**src/rtl/tpu_out_requant_writer_if.sv**
```systemverilog
// tpu_out_requant_writer_if: row stream in, BRAM write port out
// slave  : requant writer side (consumes rows, drives the BRAM write port)
// master : environment side (produces rows, owns mem_grant, observes writes)
interface tpu_out_requant_writer_if #(
  parameter int DESIGN_SIZE = 16,
  parameter int DWIDTH      = 8,
  parameter int ACC_WIDTH   = 20,
  parameter int AWIDTH      = 10
);
  logic                          in_valid;
  logic [DESIGN_SIZE*ACC_WIDTH-1:0] in_data;
  logic                          in_ready;
  logic                          mem_grant;
  logic [AWIDTH-1:0]             bram_addr;
  logic [DESIGN_SIZE*DWIDTH-1:0] bram_wdata;
  logic [DESIGN_SIZE-1:0]        bram_we;
  modport slave (
    input  in_valid, in_data, mem_grant,
    output in_ready, bram_addr, bram_wdata, bram_we
  );
  modport master (
    output in_valid, in_data, mem_grant,
    input  in_ready, bram_addr, bram_wdata, bram_we
  );
endinterface

```
**src/rtl/tpu_out_requant_writer.sv**
```systemverilog
// tpu_out_requant_writer: round/saturate accumulator rows to Q5.3 and write them to BRAM
// clk, reset       : clock, synchronous active-high reset
// start_i, cfg_*_i : job launch pulse and job configuration (latched on launch)
// bus              : row stream in, BRAM write port out
// busy_o, done_o   : job active, one-cycle end-of-job pulse
// sat_count_o      : enabled lanes clipped during the current job
module tpu_out_requant_writer #(
  parameter int DESIGN_SIZE       = 16,
  parameter int DWIDTH            = 8,
  parameter int ACC_WIDTH         = 20,
  parameter int AWIDTH            = 10,
  parameter int ADDR_STRIDE_WIDTH = 16
) (
  input  logic                         clk,
  input  logic                         reset,
  input  logic                         start_i,
  input  logic [AWIDTH-1:0]            cfg_base_addr_i,
  input  logic [ADDR_STRIDE_WIDTH-1:0] cfg_stride_i,
  input  logic [AWIDTH-1:0]            cfg_num_rows_i,
  input  logic [DESIGN_SIZE-1:0]       cfg_lane_mask_i,
  tpu_out_requant_writer_if.slave      bus,
  output logic                         busy_o,
  output logic                         done_o,
  output logic [15:0]                  sat_count_o
);
  typedef enum logic [1:0] {IDLE, RUN, FLUSH, DONE} state_t;
  localparam int PW = $clog2(DESIGN_SIZE + 1);
  localparam int RW = DESIGN_SIZE * DWIDTH;
  localparam logic signed [ACC_WIDTH:0] RND  = 4;
  localparam logic signed [ACC_WIDTH:0] MAXV = 2 ** (DWIDTH - 1) - 1;
  localparam logic signed [ACC_WIDTH:0] MINV = -(2 ** (DWIDTH - 1));
  state_t state_q, state_d;
  logic [AWIDTH-1:0] num_q, num_d, acc_q, acc_d, wr_q, wr_d, addr_q, addr_d, s2_addr_q, s2_addr_d;
  logic [ADDR_STRIDE_WIDTH-1:0] stride_q, stride_d;
  logic [DESIGN_SIZE-1:0] mask_q, mask_d, sat_lane;
  logic [15:0] sat_q, sat_d;
  logic [16:0] sat_sum;
  logic [PW-1:0] pop;
  logic s1_v_q, s1_v_d, s2_v_q, s2_v_d;
  logic [RW-1:0] s1_data_q, s1_data_d, s2_data_q, s2_data_d, rq;
  logic commit, s2_adv, s1_adv, accept, launch;
  for (genvar i = 0; i < DESIGN_SIZE; i++) begin : g_lane
    logic signed [ACC_WIDTH:0] r;
    // one extra bit so the rounding add cannot overflow; >>> floors, giving round-half-up
    assign r = ($signed({bus.in_data[(i+1)*ACC_WIDTH-1], bus.in_data[i*ACC_WIDTH +: ACC_WIDTH]}) + RND) >>> 3;
    assign sat_lane[i] = (r > MAXV) || (r < MINV);
    assign rq[i*DWIDTH +: DWIDTH] = r > MAXV ? {1'b0, {(DWIDTH-1){1'b1}}} :
                                    r < MINV ? {1'b1, {(DWIDTH-1){1'b0}}} : r[DWIDTH-1:0];
  end
  always_comb begin
    pop = '0;
    for (int k = 0; k < DESIGN_SIZE; k++) pop = pop + PW'(sat_lane[k] & mask_q[k]);
  end
  always_comb begin
    commit = s2_v_q && bus.mem_grant;
    s2_adv = !s2_v_q || commit;
    s1_adv = !s1_v_q || s2_adv;
    bus.in_ready = (state_q == RUN) && (acc_q < num_q) && s1_adv;
    accept = bus.in_valid && bus.in_ready;
    bus.bram_we = commit ? mask_q : '0;
    bus.bram_addr = s2_addr_q;
    bus.bram_wdata = s2_data_q;
    launch = (state_q == IDLE) && start_i;
    num_d = launch ? cfg_num_rows_i : num_q;
    stride_d = launch ? cfg_stride_i : stride_q;
    mask_d = launch ? cfg_lane_mask_i : mask_q;
    acc_d = launch ? '0 : acc_q + AWIDTH'(accept);
    wr_d = launch ? '0 : wr_q + AWIDTH'(commit);
    addr_d = launch ? cfg_base_addr_i : commit ? addr_q + stride_q[AWIDTH-1:0] : addr_q;
    sat_sum = {1'b0, sat_q} + 17'(pop);
    sat_d = launch ? '0 : accept ? (sat_sum[16] ? 16'hFFFF : sat_sum[15:0]) : sat_q;
    s1_v_d = s1_adv ? accept : s1_v_q;
    s1_data_d = accept ? rq : s1_data_q;
    s2_v_d = s2_adv ? s1_v_q : s2_v_q;
    s2_data_d = (s2_adv && s1_v_q) ? s1_data_q : s2_data_q;
    // the row entering s2 is the next one to be written, so it takes next_addr after this cycle's commit
    s2_addr_d = (s2_adv && s1_v_q) ? addr_d : s2_addr_q;
    state_d = state_q;
    case (state_q)
      IDLE:    state_d = start_i ? (cfg_num_rows_i == '0 ? DONE : RUN) : IDLE;
      RUN:     state_d = acc_d == num_q ? FLUSH : RUN;
      FLUSH:   state_d = wr_d == num_q ? DONE : FLUSH;
      default: state_d = IDLE;
    endcase
  end
  always_ff @(posedge clk) begin
    if (reset) begin
      state_q   <= IDLE;
      num_q     <= '0;
      stride_q  <= '0;
      mask_q    <= '0;
      acc_q     <= '0;
      wr_q      <= '0;
      addr_q    <= '0;
      sat_q     <= '0;
      s1_v_q    <= 1'b0;
      s1_data_q <= '0;
      s2_v_q    <= 1'b0;
      s2_data_q <= '0;
      s2_addr_q <= '0;
    end else begin
      state_q   <= state_d;
      num_q     <= num_d;
      stride_q  <= stride_d;
      mask_q    <= mask_d;
      acc_q     <= acc_d;
      wr_q      <= wr_d;
      addr_q    <= addr_d;
      sat_q     <= sat_d;
      s1_v_q    <= s1_v_d;
      s1_data_q <= s1_data_d;
      s2_v_q    <= s2_v_d;
      s2_data_q <= s2_data_d;
      s2_addr_q <= s2_addr_d;
    end
  end
  assign busy_o = state_q != IDLE;
  assign done_o = state_q == DONE;
  assign sat_count_o = sat_q;
endmodule

```
**src/flat_wrapper.sv**
```systemverilog
// flat-port wrapper written by rule: the top's interface ports become plain ports
module tpu_out_requant_writer_flat 
#(
  parameter int DESIGN_SIZE       = 16,
  parameter int DWIDTH            = 8,
  parameter int ACC_WIDTH         = 20,
  parameter int AWIDTH            = 10,
  parameter int ADDR_STRIDE_WIDTH = 16
)
  (clk, reset, start_i, cfg_base_addr_i, cfg_stride_i, cfg_num_rows_i, cfg_lane_mask_i, busy_o, done_o, sat_count_o, bus_in_valid, bus_in_data, bus_mem_grant, bus_in_ready, bus_bram_addr, bus_bram_wdata, bus_bram_we);
  tpu_out_requant_writer_if #(.DESIGN_SIZE(DESIGN_SIZE), .DWIDTH(DWIDTH), .ACC_WIDTH(ACC_WIDTH), .AWIDTH(AWIDTH)) bus_i ();
  input  logic clk;
  input  logic reset;
  input  logic start_i;
  input  logic [AWIDTH-1:0] cfg_base_addr_i;
  input  logic [ADDR_STRIDE_WIDTH-1:0] cfg_stride_i;
  input  logic [AWIDTH-1:0] cfg_num_rows_i;
  input  logic [DESIGN_SIZE-1:0] cfg_lane_mask_i;
  output logic busy_o;
  output logic done_o;
  output logic [15:0] sat_count_o;
  input wire logic [$bits(bus_i.in_valid)-1:0] bus_in_valid;
  input wire logic [$bits(bus_i.in_data)-1:0] bus_in_data;
  input wire logic [$bits(bus_i.mem_grant)-1:0] bus_mem_grant;
  output wire logic [$bits(bus_i.in_ready)-1:0] bus_in_ready;
  output wire logic [$bits(bus_i.bram_addr)-1:0] bus_bram_addr;
  output wire logic [$bits(bus_i.bram_wdata)-1:0] bus_bram_wdata;
  output wire logic [$bits(bus_i.bram_we)-1:0] bus_bram_we;
  assign bus_i.in_valid = bus_in_valid;
  assign bus_i.in_data = bus_in_data;
  assign bus_i.mem_grant = bus_mem_grant;
  assign bus_in_ready = bus_i.in_ready;
  assign bus_bram_addr = bus_i.bram_addr;
  assign bus_bram_wdata = bus_i.bram_wdata;
  assign bus_bram_we = bus_i.bram_we;
  tpu_out_requant_writer #(.DESIGN_SIZE(DESIGN_SIZE), .DWIDTH(DWIDTH), .ACC_WIDTH(ACC_WIDTH), .AWIDTH(AWIDTH), .ADDR_STRIDE_WIDTH(ADDR_STRIDE_WIDTH)) u_core (.clk(clk), .reset(reset), .start_i(start_i), .cfg_base_addr_i(cfg_base_addr_i), .cfg_stride_i(cfg_stride_i), .cfg_num_rows_i(cfg_num_rows_i), .cfg_lane_mask_i(cfg_lane_mask_i), .bus(bus_i), .busy_o(busy_o), .done_o(done_o), .sat_count_o(sat_count_o));
endmodule
```
**config.mk**
```make
export PLATFORM = sky130hd
export DESIGN_NAME = tpu_out_requant_writer_flat
export DESIGN_NICKNAME = d
export VERILOG_FILES = /design/src/rtl/tpu_out_requant_writer_if.sv /design/src/rtl/tpu_out_requant_writer.sv /design/src/flat_wrapper.sv
export SDC_FILE = /design/constraint.sdc
export NUM_CORES = 1
export LEC_CHECK = 0
export BUFFER_PORTS_ARGS = -buffer_cell sky130_fd_sc_hd__buf_2
export CELL_PAD_IN_SITES_DETAIL_PLACEMENT = 1
export CELL_PAD_IN_SITES_GLOBAL_PLACEMENT = 2
export CORE_MARGIN = 2
export CORE_UTILIZATION = 32
export CTS_CLUSTER_DIAMETER = 50
export DETAILED_ROUTE_END_ITERATION = 8
export GPL_ROUTABILITY_DRIVEN = 0
export PLACE_DENSITY_LB_ADDON = 0.1
export SYNTH_ARGS = -nofsm -noshare
export SYNTH_HDL_FRONTEND = slang
export SYNTH_SLANG_ARGS = --single-unit
```
**constraint.sdc**
```tcl
create_clock -name clk -period 18 [get_ports clk]
set_input_delay 0 -clock clk [delete_from_list [all_inputs] [get_ports clk]]
set_output_delay 0 -clock clk [all_outputs]
set_load 0.005 [all_outputs]
```
==> metrics.csv <==
metric,value,unit
chipHeight,262,microns
synth_seq_area_share,33.1,%
clk-insertion-delay-late,650,ps
via_count_of_the_first_global_routing_pass,25406,
met1_usage,29.1,%
timing.setup.critical_path_class,in2reg,
finalClockSkew,55.6,ps
num_io_pins,550,
globalRouteMet2Util,45.3,%
detailedRoute.firstPassIterationCount,5,
class_of_the_most_critical_hold_timing_path,in2reg,
outcome,"complete, no violations",
power_leakage,0.0117,uW
vias,24195,
postSynthRegisterBits,352,
root_buffer_cell,clkbuf_16,
detail_route.iter0.violations,997,
cts.hold.buffers_added,296,
pwr_density_cell,82.6,nW/um^2
port_buffer_count,511,
drv_slew,0,
final_antenna_net_count,0,
finalHoldViolCount,0,
detail_route.drc_violations,0,
maxClockFrequency,131,MHz
slowest_stage,nor4_2,
post-route-worst-setup-slack,10390,ps
cts_inserted_buffers,59,
gr-usage-met3,5.17,%
die_area,68600,sq um
crit_start,bus_in_data[143],
timing.critical_path.to_type,flop,
syn_area_per_cell,7.54,sq um
syn_nets,3261,
tns,0,ps
timing_worst_slew_pin_value,1090,ps
start_util,32.3,%
htreeDepth,2,
dp_worst_setup_slack,10190,ps
final_net_count,4004,
final.min_clock_period,7610,ps
power.ir.vdd_worst,0.0795,mV
setup_violations,0,
num-fill-cells,8224,
antenna_found_initial,16,
ys_types,94,
synthToLayoutAreaGrowth,38.6,%
cpMostUsedCell,fa_1,
edff_count_synth,0,
clock_tree_from_tritoncts,yes,
post_cts_resize_count,0,
worst_setup_hold_path_clk_slew,60,ps
grt_setup_unrepaired,false,
postSynth.asyncResetShare,0,%
ctsLongestPathBuffers,3,
start_kind,input port,
regToRegEndpoint,u_core.sat_count_o[13]$_SDFFE_PP0P_,
maxSlewHeadroom,26.9,%
reg2reg_from,u_core.mask_q[5]$_SDFFE_PP0P_,
arr_time_crit_path,8180,ps
grt_overflow_total,0,
place.detailed.hpwl,65200,microns
grt_start_max_net_pins,83,
cts_setup_buffers,0,
grt_first_pass_wirelength,138000,microns
wirelength,89100,microns
hold-path-cell-count,4,
synth_cells,2824,
hold_start,bus_in_data[202],
groute.usage.overall,25.1,%
netlist_area,21300,sq um
fin_crit_sh,42.3,%
layout-drive-gt1-share,19.1,%
r2r.worst_path.cells,18,
worstPathRequired,18570,ps
routed_via_density,5.39,
grt_most_used_layer,met2,
critical_path_peak_fanout,11,
count_of_max_cap_constraint_violations,0,
ys_dominant_reg_cell,dfxtp_1,
min_delay_worst_endpoint,u_core.s1_data_q[81]$_SDFFE_PP0P_,
chipWidth,262,microns
fp-row-count,94,
clock_sink_count,352,
r2r_setup_slack,12110,ps
average_wire_per_standard_cell,19.9,microns
yosys_synthesis_warning_count,0,
core,65900,sq um
critical-path-max-stage-delay,570,ps
==> synthesized netlist by cell type, drive strengths merged (14+ instances only) <==
master	n	area, sq um
a221o	22	220
o211ai	70	526
xnor2	80	701
nand2	595	2230
a211oi	19	143
o31ai	14	105
nor2	194	728
buf	32	160
a21oi	269	1350
inv	61	229
o21ai	99	495
clkbuf	107	402
xor2	87	762
mux2i	14	140
and2	36	225
nand2b	28	175
and3	52	325
ha	48	601
nand4	80	519
a31oi	31	194
and4	31	274
dfxtp	352	7050
mux2	16	184
nor4	47	307
nor3	62	310
nand3	124	638
==> flip-flops by register name (all words and copies together) (netlist names) <==
name	flops
u_core.acc_q	10
u_core.addr_q	10
u_core.bus.bram_addr	10
u_core.bus.bram_wdata	128
u_core.mask_q	16
u_core.num_q	10
u_core.s1_data_q	128
u_core.s1_v_q	1
u_core.s2_v_q	1
u_core.sat_count_o	16
u_core.state_q	2
u_core.stride_q	10
u_core.wr_q	10
==> how the worst max path moves through the flow <==
| stage | cells past startpoint | endpoint | slack [ps] |
|---|---|---|---|
| 4_1_cts | 25 | u_core.sat_count_o[13]$_SDFFE_PP0P_ | 10320 |
| 3_3_place_gp | 24 | u_core.sat_count_o[13]$_SDFFE_PP0P_ | 10280 |
| 3_5_place_dp | 24 | u_core.sat_count_o[13]$_SDFFE_PP0P_ | 10190 |
| 2_1_floorplan | 25 | u_core.sat_count_o[12]$_SDFFE_PP0P_ | 11570 |
| 5_1_grt | 27 | u_core.sat_count_o[13]$_SDFFE_PP0P_ | 9870 |
| 6_report | 27 | u_core.sat_count_o[13]$_SDFFE_PP0P_ | 10390 |
==> power by group <==
group          switching [uW]  internal (uW)
registers                30.1            823
logic                     251            187
clock network             455            692
total                     736           1700
==> layout make-up <==
class / instances / area (sq um) / share of cell area, %
repair buffers: 821 / 5630 / 19.1
well taps: 864 / 1080 / 3.66
clock buffers: 69 / 1550 / 5.27
clock inverters: 41 / 467 / 1.58
inverters: 61 / 229 / 0.776
diodes: 8 / 20.0 / 0.0678
flip-flops and latches: 352 / 7050 / 23.9
multi-input cells: 2272 / 13500 / 45.7
==> logic make-up after synthesis <==
family	count (synthesis)	share of synthesized area, %
compound gates	684	20.9
flops	352	33.1
fa+ha+maj	60	3.95
buf+inv	200	3.71
simple gates	1331	30.0
xor+xnor	167	6.87
mux	30	1.52
==> metal layers <==
| metal | part of all wire (%) | vias up |
|---|---|---|
| met3 | 5.1 | 180 |
| met2 | 50 | 527 |
| met4 | 3.5 | 14 |
| li1 | - | 11722 |
| met5 | 0.088 | - |
| met1 | 41 | 11752 |
==> stage by stage <==
| stage | total power (uW) | instance area [sq um] | hold slack [ps] | utilization, % | instances |
|---|---|---|---|---|---|
| 6_report | 2440 | 29500 | 18.4 | 44.8 | 4488 |
| 3_3_place_gp | 1230 | 24500 | 246 | 37.2 | 4074 |
| 3_5_place_dp | 1240 | 24500 | 250 | 37.2 | 4074 |
| 5_1_grt | 2560 | 29500 | 45.6 | 44.8 | 4487 |
| 4_1_cts | 2470 | 29500 | 0.988 | 44.8 | 4480 |
| 2_1_floorplan | 1080 | 21300 | 136 | - | 2824 |
==> placed cells by master, fill, tap and decap left out, types with 15 or more instances in the layout <==
master         netlist  routed
inv_1               60      60
nor4_1              45      45
o211ai_1            70      70
a221o_1             22      22
xnor2_1             80      80
nor2_1             194     192
xor2_1              87      87
and3_1              52      52
buf_2               26     510
mux2_2              15      15
nand3_1            122     122
ha_1                48      48
and2_1              32      31
a31oi_1             31      31
and4_1              30      30
clkbuf_16            0      59
dlygate4sd3_1        0     296
nand4_1             77      77
a211oi_1            19      19
o21ai_0             94      94
dfxtp_1            352     352
nand2_1            595     593
nor3_1              62      62
nand2b_1            28      28
a21oi_1            269     269
==> worst max-delay path, delay by kind of cell <==
family | cells | cell delay (ps)
and+or+nand+nor | 6 | 1910
AOI/OAI and AO/OA | 7 | 1470
muxes | 1 | 360
adders and majority gates | 8 | 3490
buffers and inverters | 4 | 770
xor gates and xnor gates | 1 | 180
(Power assumes the default switching activity.)
